$ cat src/rtl/multi_alarm_ctrl.sv
// multi_alarm_ctrl: h:m:s timebase with N_ALARM editable alarm slots, ring timeout and display/LED drive.
// Define MULTI_ALARM_SNOOZE_EN to make val_add while ringing arm a SNOOZE_M-minute re-ring.
module multi_alarm_ctrl #(
  parameter int MAX_H    = 24,
  parameter int MAX_M    = 60,
  parameter int MAX_S    = 60,
  parameter int N_ALARM  = 4,
  parameter int IDX_W    = $clog2(N_ALARM),
  parameter int TICK_DIV = 1,
  parameter int RING_S   = 60,
  parameter int SNOOZE_M = 5
) (
  input  logic               clk,
  input  logic               reset,
  input  logic               en,
  input  logic               mod_choose,
  input  logic               bit_choose,
  input  logic               val_add,
  input  logic               val_sub,
  input  logic               val_set,
  input  logic               clear,
  output logic [5:0]         out_h,
  output logic [5:0]         out_m,
  output logic [5:0]         out_s,
  output logic [1:0]         mode,
  output logic [IDX_W-1:0]   slot,
  output logic [N_ALARM-1:0] alarm_mask,
  output logic               alarming,
  output logic [3:0]         led
);
  localparam logic [1:0] SHOW = 2'd0, CLK_SET = 2'd1, ALM_SET = 2'd2;
  localparam logic [5:0] H_TOP = 6'(MAX_H - 1), M_TOP = 6'(MAX_M - 1), S_TOP = 6'(MAX_S - 1);
  localparam logic [IDX_W-1:0] SL_TOP = IDX_W'(N_ALARM - 1);
  localparam logic [IDX_W-1:0] SL_ONE = IDX_W'(1);

  logic [31:0]        div_q, div_d, rcnt_q, rcnt_d;
  logic [5:0]         h_q, h_d, m_q, m_d, s_q, s_d, th_q, th_d, tm_q, tm_d;
  logic [5:0]         ah_q [N_ALARM];
  logic [5:0]         ah_d [N_ALARM];
  logic [5:0]         am_q [N_ALARM];
  logic [5:0]         am_d [N_ALARM];
  logic [1:0]         mode_q, mode_d, field_q, field_d;
  logic [IDX_W-1:0]   slot_q, slot_d;
  logic [N_ALARM-1:0] mask_q, mask_d;
  logic               ring_q, ring_d, tick, roll, hit;
  logic [5:0]         oh_q, oh_d, om_q, om_d, os_q, os_d;
  logic [3:0]         led_q, led_d;
`ifdef MULTI_ALARM_SNOOZE_EN
  logic               snz_q, snz_d;
  logic [5:0]         sh_q, sh_d, sm_q, sm_d;
  logic [6:0]         msum;
`endif

  always_comb begin
    div_d = div_q; rcnt_d = rcnt_q; h_d = h_q; m_d = m_q; s_d = s_q; th_d = th_q; tm_d = tm_q;
    ah_d = ah_q; am_d = am_q; mode_d = mode_q; field_d = field_q; slot_d = slot_q;
    mask_d = mask_q; ring_d = ring_q; hit = 1'b0;
`ifdef MULTI_ALARM_SNOOZE_EN
    snz_d = snz_q; sh_d = sh_q; sm_d = sm_q;
`endif
    tick = div_q == 32'(TICK_DIV - 1);
    roll = tick && s_q == S_TOP;
    div_d = tick ? '0 : div_q + 32'd1;
    if (tick) begin
      s_d = s_q == S_TOP ? '0 : s_q + 6'd1;
      m_d = s_q != S_TOP ? m_q : m_q == M_TOP ? '0 : m_q + 6'd1;
      h_d = (s_q != S_TOP || m_q != M_TOP) ? h_q : h_q == H_TOP ? '0 : h_q + 6'd1;
    end
    if (ring_q && tick) begin
      rcnt_d = rcnt_q + 32'd1;
      if (rcnt_d == 32'(RING_S)) ring_d = 1'b0;
    end
    if (!en) begin
      mode_d = SHOW; field_d = '0; ring_d = 1'b0;
`ifdef MULTI_ALARM_SNOOZE_EN
      snz_d = 1'b0;
`endif
    end else if (mod_choose) begin
      mode_d = mode_q == ALM_SET ? SHOW : mode_q + 2'd1;
      field_d = '0;
      th_d = mode_q == SHOW ? h_q : ah_q[slot_q];
      tm_d = mode_q == SHOW ? m_q : am_q[slot_q];
    end else if (clear) begin
      ring_d = 1'b0;
`ifdef MULTI_ALARM_SNOOZE_EN
      snz_d = 1'b0;
`endif
      if (!ring_q && mode_q == ALM_SET) mask_d[slot_q] = 1'b0;
    end else if (ring_q) begin
`ifdef MULTI_ALARM_SNOOZE_EN
      if (val_add) begin ring_d = 1'b0; snz_d = 1'b1; end
`endif
    end else if (mode_q != SHOW) begin
      if (val_set) begin
        if (mode_q == CLK_SET) begin
          h_d = th_q; m_d = tm_q; s_d = '0; div_d = '0; roll = 1'b0;
        end else begin
          ah_d[slot_q] = th_q; am_d[slot_q] = tm_q; mask_d[slot_q] = 1'b1;
        end
      end else if (val_add || val_sub) begin
        if (field_q == 2'd0)
          tm_d = val_add ? (tm_q == M_TOP ? '0 : tm_q + 6'd1) : (tm_q == '0 ? M_TOP : tm_q - 6'd1);
        else if (field_q == 2'd1)
          th_d = val_add ? (th_q == H_TOP ? '0 : th_q + 6'd1) : (th_q == '0 ? H_TOP : th_q - 6'd1);
        else begin
          slot_d = val_add ? (slot_q == SL_TOP ? '0 : slot_q + SL_ONE) : (slot_q == '0 ? SL_TOP : slot_q - SL_ONE);
          th_d = ah_q[slot_d];
          tm_d = am_q[slot_d];
        end
      end else if (bit_choose)
        field_d = (field_q == 2'd2 || (field_q == 2'd1 && mode_q == CLK_SET)) ? 2'd0 : field_q + 2'd1;
    end
    // A clock-set write discards the coincident tick, so it cannot trigger a match.
    if (en && roll && !ring_q) begin
      for (int i = 0; i < N_ALARM; i++)
        if (mask_q[i] && ah_q[i] == h_d && am_q[i] == m_d) hit = 1'b1;
`ifdef MULTI_ALARM_SNOOZE_EN
      if (snz_d && sh_q == h_d && sm_q == m_d) begin hit = 1'b1; snz_d = 1'b0; end
`endif
      if (hit) begin ring_d = 1'b1; rcnt_d = '0; end
    end
`ifdef MULTI_ALARM_SNOOZE_EN
    msum = {1'b0, m_d} + 7'(SNOOZE_M);
    if (hit) begin
      sm_d = msum > 7'(M_TOP) ? 6'(msum - 7'(MAX_M)) : msum[5:0];
      sh_d = msum <= 7'(M_TOP) ? h_d : h_d == H_TOP ? '0 : h_d + 6'd1;
    end
`endif
    oh_d = mode_d == SHOW ? h_d : th_d;
    om_d = mode_d == SHOW ? m_d : tm_d;
    os_d = mode_d == SHOW ? s_d : mode_d == CLK_SET ? '0 : 6'(slot_d);
    led_d = ring_d ? 4'hF : mode_d == SHOW ? 4'h0 : 4'b0001 << field_d;
  end

  always_ff @(posedge clk or negedge reset) begin
    if (!reset) begin
      div_q <= '0; rcnt_q <= '0; h_q <= '0; m_q <= '0; s_q <= '0; th_q <= '0; tm_q <= '0;
      ah_q <= '{default: '0}; am_q <= '{default: '0};
      mode_q <= SHOW; field_q <= '0; slot_q <= '0; mask_q <= '0; ring_q <= 1'b0;
      oh_q <= '0; om_q <= '0; os_q <= '0; led_q <= '0;
`ifdef MULTI_ALARM_SNOOZE_EN
      snz_q <= 1'b0; sh_q <= '0; sm_q <= '0;
`endif
    end else begin
      div_q <= div_d; rcnt_q <= rcnt_d; h_q <= h_d; m_q <= m_d; s_q <= s_d; th_q <= th_d; tm_q <= tm_d;
      ah_q <= ah_d; am_q <= am_d;
      mode_q <= mode_d; field_q <= field_d; slot_q <= slot_d; mask_q <= mask_d; ring_q <= ring_d;
      oh_q <= oh_d; om_q <= om_d; os_q <= os_d; led_q <= led_d;
`ifdef MULTI_ALARM_SNOOZE_EN
      snz_q <= snz_d; sh_q <= sh_d; sm_q <= sm_d;
`endif
    end
  end

  assign out_h = oh_q;
  assign out_m = om_q;
  assign out_s = os_q;
  assign mode = mode_q;
  assign slot = slot_q;
  assign alarm_mask = mask_q;
  assign alarming = ring_q;
  assign led = led_q;
endmodule

$ cat config.mk
export PLATFORM = sky130hd
export DESIGN_NAME = multi_alarm_ctrl
export DESIGN_NICKNAME = d
export VERILOG_FILES = /design/src/rtl/multi_alarm_ctrl.sv
export SDC_FILE = /design/constraint.sdc
export NUM_CORES = 1
export LEC_CHECK = 0
export ABC_CLOCK_PERIOD_IN_PS = 3800
export BUFFER_PORTS_ARGS = -buffer_cell sky130_fd_sc_hd__buf_2
export CAP_MARGIN = 5
export CELL_PAD_IN_SITES_DETAIL_PLACEMENT = 0
export CELL_PAD_IN_SITES_GLOBAL_PLACEMENT = 1
export CORE_MARGIN = 2
export CORE_UTILIZATION = 35
export CTS_BUF_LIST = sky130_fd_sc_hd__clkbuf_8
export DETAILED_ROUTE_END_ITERATION = 12
export PLACE_DENSITY = 0.61
export RECOVER_POWER = 25
export SYNTH_ARGS = -nofsm -noshare
export SYNTH_HDL_FRONTEND = slang
export SYNTH_SLANG_ARGS = --single-unit
$ cat constraint.sdc
create_clock -name clk -period 3.8 [get_ports clk]
set_input_delay 0 -clock clk [delete_from_list [all_inputs] [get_ports clk]]
set_output_delay 0 -clock clk [all_outputs]
set_load 0.005 [all_outputs]
==> results of run 1 <==
## timing repair
action	in CTS	in global routing
setup buffers	0	3
gates cloned	0	4
pin swaps	0	6
gates resized for setup	1	15
endpoints found under the hold margin	122	0
endpoints found under the setup margin	37	37
hold buffers	5	0
## worst reg2reg max path, stage by stage, from the launching register on
cell and delay [ps]:
dfrtp_1 430, nor4_2 420, nand4_1 240, buf_6 210, or4_4 530, and3_4 200, a2111oi_4 330, o211ai_1 170
a211oi_2 270, nand3_2 140, a31oi_4 210, buf_12 160, clkbuf_16 170, nor2_2 40
## flip-flops by register name, indices dropped and copies added, names as in the netlist, named ones only
| signal | flops |
|---|---|
| div_q | 32 |
| rcnt_q | 32 |
| ah_q | 24 |
| am_q | 24 |
| h_q | 6 |
| m_q | 6 |
| out_h | 6 |
| out_m | 6 |
| out_s | 6 |
| s_q | 6 |
| th_q | 6 |
| tm_q | 6 |
| led | 4 |
| field_q | 2 |
| mode | 2 |
| slot | 2 |
| alarming | 1 |
## final timing paths
check / to / slack (ps) / cells after the start
hold reg to reg: div_q[0] / 520 / 1
setup / recovery: rcnt_q[20] / 200 / 13
min in group asynchronous: div_q[11] / 980 / 2
setup reg to reg: rcnt_q[20] / 200 / 13
max in group asynchronous: ah_q[16] / 940 / 2
hold / removal: field_q[1] / 120 / 5
## synthesized netlist by cell type, types with 6 or more instances
| cell | n | share of area |
|---|---|---|
| buf_2 | 9 | 0.0040 |
| o21ai_0 | 70 | 0.031 |
| dfrtp_1 | 175 | 0.39 |
| xnor2_1 | 62 | 0.048 |
| nor2_1 | 111 | 0.037 |
| a22o_1 | 6 | 0.0046 |
| nor4_1 | 12 | 0.0066 |
| ha_1 | 20 | 0.022 |
| nor2_2 | 31 | 0.017 |
| mux2i_1 | 18 | 0.016 |
| a31oi_1 | 6 | 0.0033 |
| nor3_1 | 30 | 0.013 |
| nand3_1 | 48 | 0.021 |
| buf_1 | 7 | 0.0023 |
| nand4_1 | 21 | 0.012 |
| clkbuf_1 | 48 | 0.016 |
| o31ai_1 | 7 | 0.0046 |
| or3_1 | 13 | 0.0072 |
| mux2_2 | 39 | 0.039 |
| nand2b_1 | 9 | 0.0050 |
| and4_1 | 7 | 0.0054 |
| inv_1 | 36 | 0.012 |
| o21a_1 | 7 | 0.0046 |
| a21oi_1 | 39 | 0.017 |
| nor2b_1 | 6 | 0.0033 |
| and2_1 | 9 | 0.0050 |
| nand2_1 | 114 | 0.038 |
| xor2_1 | 62 | 0.048 |
| nor4_2 | 7 | 0.0077 |
| and3_1 | 22 | 0.012 |
| mux4_2 | 24 | 0.048 |
## layer usage
metal / global-route usage / share of wire
met5: 0 / 0
met4: 0.0723 / 0.029
met3: 0.0347 / 0.043
met2: 0.332 / 0.45
met1: 0.307 / 0.48
## final cells by class
cell class	count	area, µm²	share of cell area
clock buffers	17	234	0.0184
inverters	37	139	0.0109
clock inverters	15	219	0.0172
repair buffers	96	711	0.0558
well taps	402	503	0.0395
multi-input cells	913	6550	0.514
flip-flops and latches	175	4380	0.344
## power by group
part | switching (W) | internal (W) | leakage [nW]
Clock | 0.000790 | 0.000738 | 0.222
Combinational | 0.000897 | 0.000594 | 2.86
Sequential | 0.000242 | 0.00205 | 2.16
Total | 0.00193 | 0.00339 | 5.25
## cell usage in the layout, fill, tap and decap left out, types with 6 or more instances in the layout
master / instances
inv_1: 35
clkbuf_1: 12
clkbuf_8: 17
xnor2_1: 62
nor4_2: 7
nand2b_1: 9
xor2_1: 62
a22o_1: 6
mux2i_1: 17
and2_1: 9
nor2_1: 111
o21ai_0: 69
nor2_2: 31
a21oi_1: 39
a31oi_1: 6
nand3_1: 48
and3_1: 21
inv_6: 6
ha_1: 20
nor4_1: 10
buf_2: 27
nand4_1: 21
nor3_1: 30
or3_1: 13
mux4_2: 24
nand2_1: 114
mux2_2: 39
o31ai_1: 7
o21a_1: 7
dfrtp_1: 175
buf_4: 43
## logic make-up (layout without fill, tap and decap cells)
| kind of cell | Yosys count | after routing | share of synthesized area |
|---|---|---|---|
| compound gates | 209 | 209 | 0.125 |
| xor+xnor | 125 | 125 | 0.0974 |
| flops | 175 | 175 | 0.387 |
| fa+ha+maj | 20 | 20 | 0.0221 |
| buf+inv | 108 | 165 | 0.0415 |
| simple gates | 476 | 476 | 0.222 |
| mux | 83 | 83 | 0.106 |
## through the flow
step	setup slack [ps]	cells	total power (W)
6_report	199	1655	0.00531
5_1_grt	16.2	1655	0.00561
4_1_cts	7.64	1648	0.00535
3_5_place_dp	-65.5	1611	0.00379
3_3_place_gp	-14.5	1611	0.00380
2_1_floorplan	516	1196	0.00317
==> qor.csv, run 1 <==
stage,metric,value,unit
logic_synthesis,synthesized net count,1225,
placed_design,HPWL after detailed placement,25.2,mm
detailed_routing,remaining number of nets flagged by the antenna check after routing,0,
critical_path,CP Max Fanout,8,
timing,unrepaired setup endpoints after global routing,no,
logic_synthesis,number of distinct standard cells referenced by the synthesized netlist,94,
floorplan,number of top-level pins,40,
critical_path,worst flop-to-flop path startpoint,div_q[19],
floorplan,Std-Cell Rows,65,
critical_path,Crit path largest cell delay,530,ps
logic_synthesis,sequential area share after synthesis,0.387,
logic_synthesis,"Avg Cell Area, Syn",9.46,µm²
placed_design,final estimated routing congestion in global placement,0.926,
global_routing,largest net degree at the start of global routing,116,
timing,Final Skew,21.1,ps
cts,clock edge transition at the registers on the reported setup and hold paths,110,ps
global_routing,global route total overflow,0,
timing,fraction of the cycle the final worst path needs,0.948,
cts,maximum count of clock buffers along a single path,2,
detailed_routing,post-DR wirelength/cell,21.3,µm
timing,final-report setup violation count,0,
run_status,result of the run,"finished, violations left",
critical_path,kind of cell adding the most delay to the critical path,simple AND/OR/NAND/NOR gates,
critical_path,Crit-path slowest cell,or4_4,
finish,"Core Util, Final",0.401,
floorplan,Die Area,33800,µm²
finish,layout cell share with drive strength beyond 1,0.204,
logic_synthesis,Ys Warns,0,
logic_synthesis,number of storage elements in the synthesis netlist,175,
finish,number of diodes,0,
finish,fill cell instance count of the final layout,3226,
critical_path,sort of element at the end of the critical path,flop,
detailed_routing,final routed wirelength across all metal layers,35.2,mm
timing,final max-slew violation count,115,
detailed_routing,drc violations,0,
global_routing,combined global-route utilization of all metal layers,0.215,
timing,slew margin rel.,-1.04,
run_status,failing checks,"max-capacitance violations, max-slew violations",
finish,final design instance area without fill,12700,µm²
detailed_routing,total number of vias,9233,
detailed_routing,Via density,5.58,
placed_design,cell area after placement,12100,µm²
logic_synthesis,number of synthesized flops with an enable pin,0,
critical_path,total buffers and inverters traversed by the critical path,3,
min_path,source of the worst hold timing path,val_sub,
floorplan,DIE HEIGHT,184,µm
power,Static Leakage,5.25,nW
timing,worst slack on hold paths,122,ps
logic_synthesis,Main synth FF type,dfrtp_1,
global_routing,number of antenna violations at the first check in global routing,1,
floorplan,die extent in x,184,µm
floorplan,Std-Cell Core Area,31700,µm²
timing,final setup TNS,0,ps
global_routing,wire length of the first global-routing pass,54.8,mm
detailed_routing,drt first pass iters,5,
timing,Fin. Hold Viols,0,
critical_path,Crit Path Class,flop to flop,
cts,clock sink count,175,
critical_path,nature of the critical path startpoint,flop,
cts,number of buffers created by CTS,17,
finish,Final #Nets,1269,
min_path,Worst Hold Class,primary input to flop,
cts,count of H-tree levels built during CTS,4,
global_routing,vias in the first global route,9023,
floorplan,effective utilization at floorplan,0.357,
critical_path,CP Cell Sequence,"nor4_2, nand4_1, buf_6, or4_4, and3_4, a2111oi_4, o211ai_1, a211oi_2, nand3_2, a31oi_4, buf_12, clkbuf_16, nor2_2",
power,PD cells,417,nW/µm²
placed_design,quantity of I/O buffers inserted on ports,39,
cts,clock network latency to the later pin of the worst-skew pair,500,ps
critical_path,Critical Path Start,div_q[19],
logic_synthesis,async set or reset register ratio after synthesis,1.00,
critical_path,endpoint arrival time on the critical path,3990,ps
job,max_cap viols,1,
detailed_routing,initial drt markers,771,
logic_synthesis,Syn Std Cell Area,11300,µm²
cts,TritonCTS clock tree,built,
critical_path,required time worst endpoint,4190,ps
cts,CTS Root Buffer Type,clkbuf_8,
logic_synthesis,number of standard cells after synthesis,1196,
timing,post-layout min period,3600,ps
finish,area added between synthesis and finish,12.5,%
power,largest vdd supply drop,0.000242,V
timing,actual slew at the worst max-slew pin,3070,ps
timing,Max Clk Rate,278,MHz
(Power assumes the default switching activity.)
==> inputs of run 2 (changes only) <==
- ABC_AREA: not set -> 1
- CORE_ASPECT_RATIO: not set -> 1.2
- PLACE_DENSITY: 0.61 -> 0.64
==> run 2 against run 1 <==
Net effect:
- the run still ends with max-capacitance violations, max-slew violations left
- first-iteration DRC count grew 9.9%
- synthesized cell count increased by 41%
- cell count rose by 32%
==> qor.csv, run 2 <==
stage,metric,value,unit,change
power,largest vdd supply drop,0.000222,V,-8.1%
global_routing,wire length of the first global-routing pass,62.5,mm,+14%
placed_design,pre-CTS setup slack,432,ps,+497 ps
critical_path,Crit path largest cell delay,400,ps,-130 ps
placed_design,final estimated routing congestion in global placement,0.920,,-0.62%
finish,area added between synthesis and finish,10.7,%,
timing,final setup TNS,0,ps,unchanged
timing,worst path setup slack after routing,470,ps,+272 ps
logic_synthesis,Syn Std Cell Area,11600,µm²,+2.8%
global_routing,largest net degree at the start of global routing,91,,-22%
logic_synthesis,number of distinct standard cells referenced by the synthesized netlist,52,,-45%
detailed_routing,post-DR wirelength/cell,18.2,µm,-14%
timing,final-report setup violation count,0,,unchanged
timing,unrepaired setup endpoints after global routing,no,,
global_routing,combined global-route utilization of all metal layers,0.237,,+0.0215
cts,clock sink count,175,,unchanged
critical_path,nature of the critical path startpoint,flop,,
finish,"leading cell type in the layout, fill and taps excluded",nand2_1,,
timing,post-layout min period,3330,ps,-272 ps
logic_synthesis,number of synthesized flops with an enable pin,0,,unchanged
detailed_routing,remaining number of nets flagged by the antenna check after routing,0,,unchanged
cts,CTS Root Buffer Type,clkbuf_8,,
critical_path,endpoint arrival time on the critical path,3740,ps,-250 ps
cts,count of H-tree levels built during CTS,4,,unchanged
power,fraction of power spent switching nets,0.362,,-0.000690
logic_synthesis,number of standard cells after synthesis,1683,,+41%
finish,most frequent cells in the layout,"390 x nand2_1, 205 x inv_1, 202 x nor2_1",,
global_routing,global route total overflow,0,,unchanged
detailed_routing,total number of vias,11257,,+22%
logic_synthesis,most frequent cell after synthesis,nand2_1,,
placed_design,cell count after placement,2151,,+34%
global_routing,vias in the first global route,10733,,+19%
power,PD cells,385,nW/µm²,-7.8%
critical_path,CP Cell Sequence,"inv_1, ha_1, inv_1, nor2_1, nand2_1, nor2_1, nand2_1, nor2_2, buf_4, a21oi_1, nand3_2, nand2_2, nand2_1, nand2_1, nor2_1, nand2_1, nor2_1, nand2_1, nand2_1, nor2_2, nor2_4, buf_12, nor2_1",,
floorplan,die extent in x,170,µm,-7.3%
cts,number of buffers created by CTS,17,,unchanged
job,max_cap viols,1,,unchanged
detailed_routing,routed length on met3,1.61,mm,+5.8%
cts,clock network latency to the later pin of the worst-skew pair,530,ps,+30 ps
power,sequential cell fraction of total power,0.448,,+0.016
detailed_routing,drc violations,0,,unchanged
logic_synthesis,Ys Warns,0,,unchanged
cts,TritonCTS clock tree,built,,
critical_path,Crit-path slowest cell,dfrtp_1,,
run_status,failing checks,"max-capacitance violations, max-slew violations",,
timing,actual slew at the worst max-slew pin,2440,ps,-632 ps
critical_path,kind of cell adding the most delay to the critical path,simple AND/OR/NAND/NOR gates,,
finish,layout cell share with drive strength beyond 1,0.0922,,-0.112
finish,number of diodes,0,,unchanged
logic_synthesis,"Avg Cell Area, Syn",6.91,µm²,-27%
detailed_routing,Via density,5.15,,-7.7%
critical_path,sort of element at the end of the critical path,flop,,
detailed_routing,wire length on met1,18.4,mm,+9.7%
floorplan,Std-Cell Rows,73,,+12%
detailed_routing,final routed wirelength across all metal layers,39.9,mm,+13%
cts,clock edge transition at the registers on the reported setup and hold paths,100,ps,about the same
cts,maximum count of clock buffers along a single path,2,,unchanged
logic_synthesis,async set or reset register ratio after synthesis,1.00,,unchanged
power,Clock power frac,0.311,,+0.023
logic_synthesis,number of storage elements in the synthesis netlist,175,,unchanged
power,combinational fraction of design power,0.241,,-0.040
placed_design,quantity of I/O buffers inserted on ports,39,,unchanged
timing,Fin. Hold Viols,0,,unchanged
critical_path,total buffers and inverters traversed by the critical path,4,,+1
critical_path,required time worst endpoint,4210,ps,+20 ps
logic_synthesis,cells taking the most area after synthesis,"dfrtp_1 38%, nand2_1 13%, o21ai_0 6.9%",,
critical_path,worst reg-to-reg setup slack,470,ps,+270 ps
finish,Final #Nets,1753,,+38%
logic_synthesis,sequential area share after synthesis,0.377,,-0.0105
critical_path,CP Max Fanout,32,,+24
global_routing,number of antenna violations at the first check in global routing,0,,-1
timing,slew margin rel.,-0.624,,+0.421
detailed_routing,met2 WL,18.9,mm,+19%
finish,Layout Cells excl Fill,2186,,+32%
min_path,Worst Hold Class,primary input to flop,,
detailed_routing,initial drt markers,847,,+9.9%
critical_path,most frequent CP cell,nand2_1,,
logic_synthesis,Main synth FF type,dfrtp_1,,
timing,final max-slew violation count,90,,-22%
cts,number of buffers inserted to repair setup after CTS,0,,unchanged
floorplan,number of top-level pins,40,,unchanged
cts,"Gates resized, CTS repair",0,,-1
finish,fill cell instance count of the final layout,3553,,+10%
run_status,result of the run,"finished, violations left",,
placed_design,HPWL after detailed placement,29.7,mm,+18%
detailed_routing,Top Layer Used,met4,,
floorplan,Std-Cell Core Area,33000,µm²,+4.0%
power,Static Leakage,6.25,nW,+19%
timing,Final Skew,21.1,ps,-0.0529 ps
timing,fraction of the cycle the final worst path needs,0.876,,-0.0715
detailed_routing,drt first pass iters,5,,unchanged
timing,Max Clk Rate,300,MHz,+8.2%
floorplan,effective utilization at floorplan,0.353,,-0.00402
power,NetSw,0.00180,W,-6.9%
critical_path,Crit Path Class,flop to flop,,
logic_synthesis,synthesized net count,1712,,+40%
power,internal power component,0.00316,W,-6.6%
logic_synthesis,Post-synth top cells,"390 x nand2_1, 205 x inv_1, 203 x nor2_1, 175 x dfrtp_1, 160 x o21ai_0",,
logic_synthesis,library cell with the largest summed area after synthesis,dfrtp_1,,
logic_synthesis,fraction of synthesized cell area taken by the top area cell type,0.377,,-0.0105
floorplan,DIE HEIGHT,204,µm,+11%
floorplan,Die Area,34700,µm²,+2.7%
finish,largest registers,"div_q: 32 flops, rcnt_q: 32 flops",,
run 2: per-layer routing:
metal / up-vias / global-route usage
met2: 283 / 0.392
met5: - / 0
li1: 5571 / -
met3: 58 / 0.0361
met4: 0 / 0.0711
met1: 5345 / 0.318
run 2: final cells by class:
class / count / area [µm²] / area share
Tap cell: 450 / 563 / 0.0437
Timing Repair Buffer: 75 / 494 / 0.0384
Multi-Input combinational cell: 1242 / 6190 / 0.480
Sequential cell: 175 / 4380 / 0.340
Inverter: 213 / 805 / 0.0625
Clock inverter: 13 / 201 / 0.0156
Clock buffer: 18 / 248 / 0.0192
run 2: cells by family (layout without fill, tap and decap cells):
kind of cell | count (synthesis) | after routing | synth area share
AND/OR/NAND/NOR | 853 | 853 | 0.322
AO/OA/AOI/OAI | 318 | 318 | 0.149
buffers and inverters | 266 | 319 | 0.0918
flip-flops | 175 | 175 | 0.377
XOR/XNOR | 50 | 50 | 0.0377
adder cells (fa/ha/maj) | 20 | 20 | 0.0215
multiplexers | 1 | 1 | 0.000861
run 2: what timing repair did:
action                     CTS  global route
hold endpoints to repair    92             0
setup endpoints to repair    0             0
hold buffers                 4             0
run 2: worst reg2reg max path: stages, from the launching register on:
cell and delay (ps):
dfrtp_1 400, inv_1 90, ha_1 210, inv_1 50, nor2_1 80, nand2_1 80, nor2_1 100, nand2_1 110
nor2_2 370, buf_4 220, a21oi_1 110, nand3_2 170, nand2_2 110, nand2_1 70, nand2_1 40, nor2_1 220
nand2_1 80, nor2_1 130, nand2_1 70, nand2_1 70, nor2_2 60, nor2_4 90, buf_12 210, nor2_1 80
run 2: final timing paths:
check / start / end / cells after the start
worst max-delay path: div_q[0] / rcnt_q[11] / 23
max in group asynchronous: reset / ah_q[8] / 3
worst min register to register: div_q[0] / div_q[0] / 1
worst max register to register: div_q[0] / rcnt_q[11] / 23
worst min-delay path: en / tm_q[4] / 3
min in group asynchronous: reset / div_q[19] / 2
run 2: power groups by stage:
stage | Combinational (W) | Sequential (W) | Clock (W)
after detailed placement | 0.00119 | 0.00226 | 0
final | 0.00119 | 0.00222 | 0.00154
after global placement | 0.00120 | 0.00226 | 0
after CTS | 0.00120 | 0.00222 | 0.00159
after floorplan | 0.000811 | 0.00218 | 0
after global routing | 0.00135 | 0.00225 | 0.00166
run 2: stage by stage:
step                      total power [W]  utilization  hold slack (ps)  cell area [µm²]
after floorplan                   0.00299            -             -296            11600
after global placement            0.00345        0.376              141            12400
after detailed placement          0.00345        0.376              140            12400
after CTS                         0.00501        0.391             70.5            12900
after global routing              0.00526        0.391             95.2            12900
final                             0.00496        0.391              102            12900
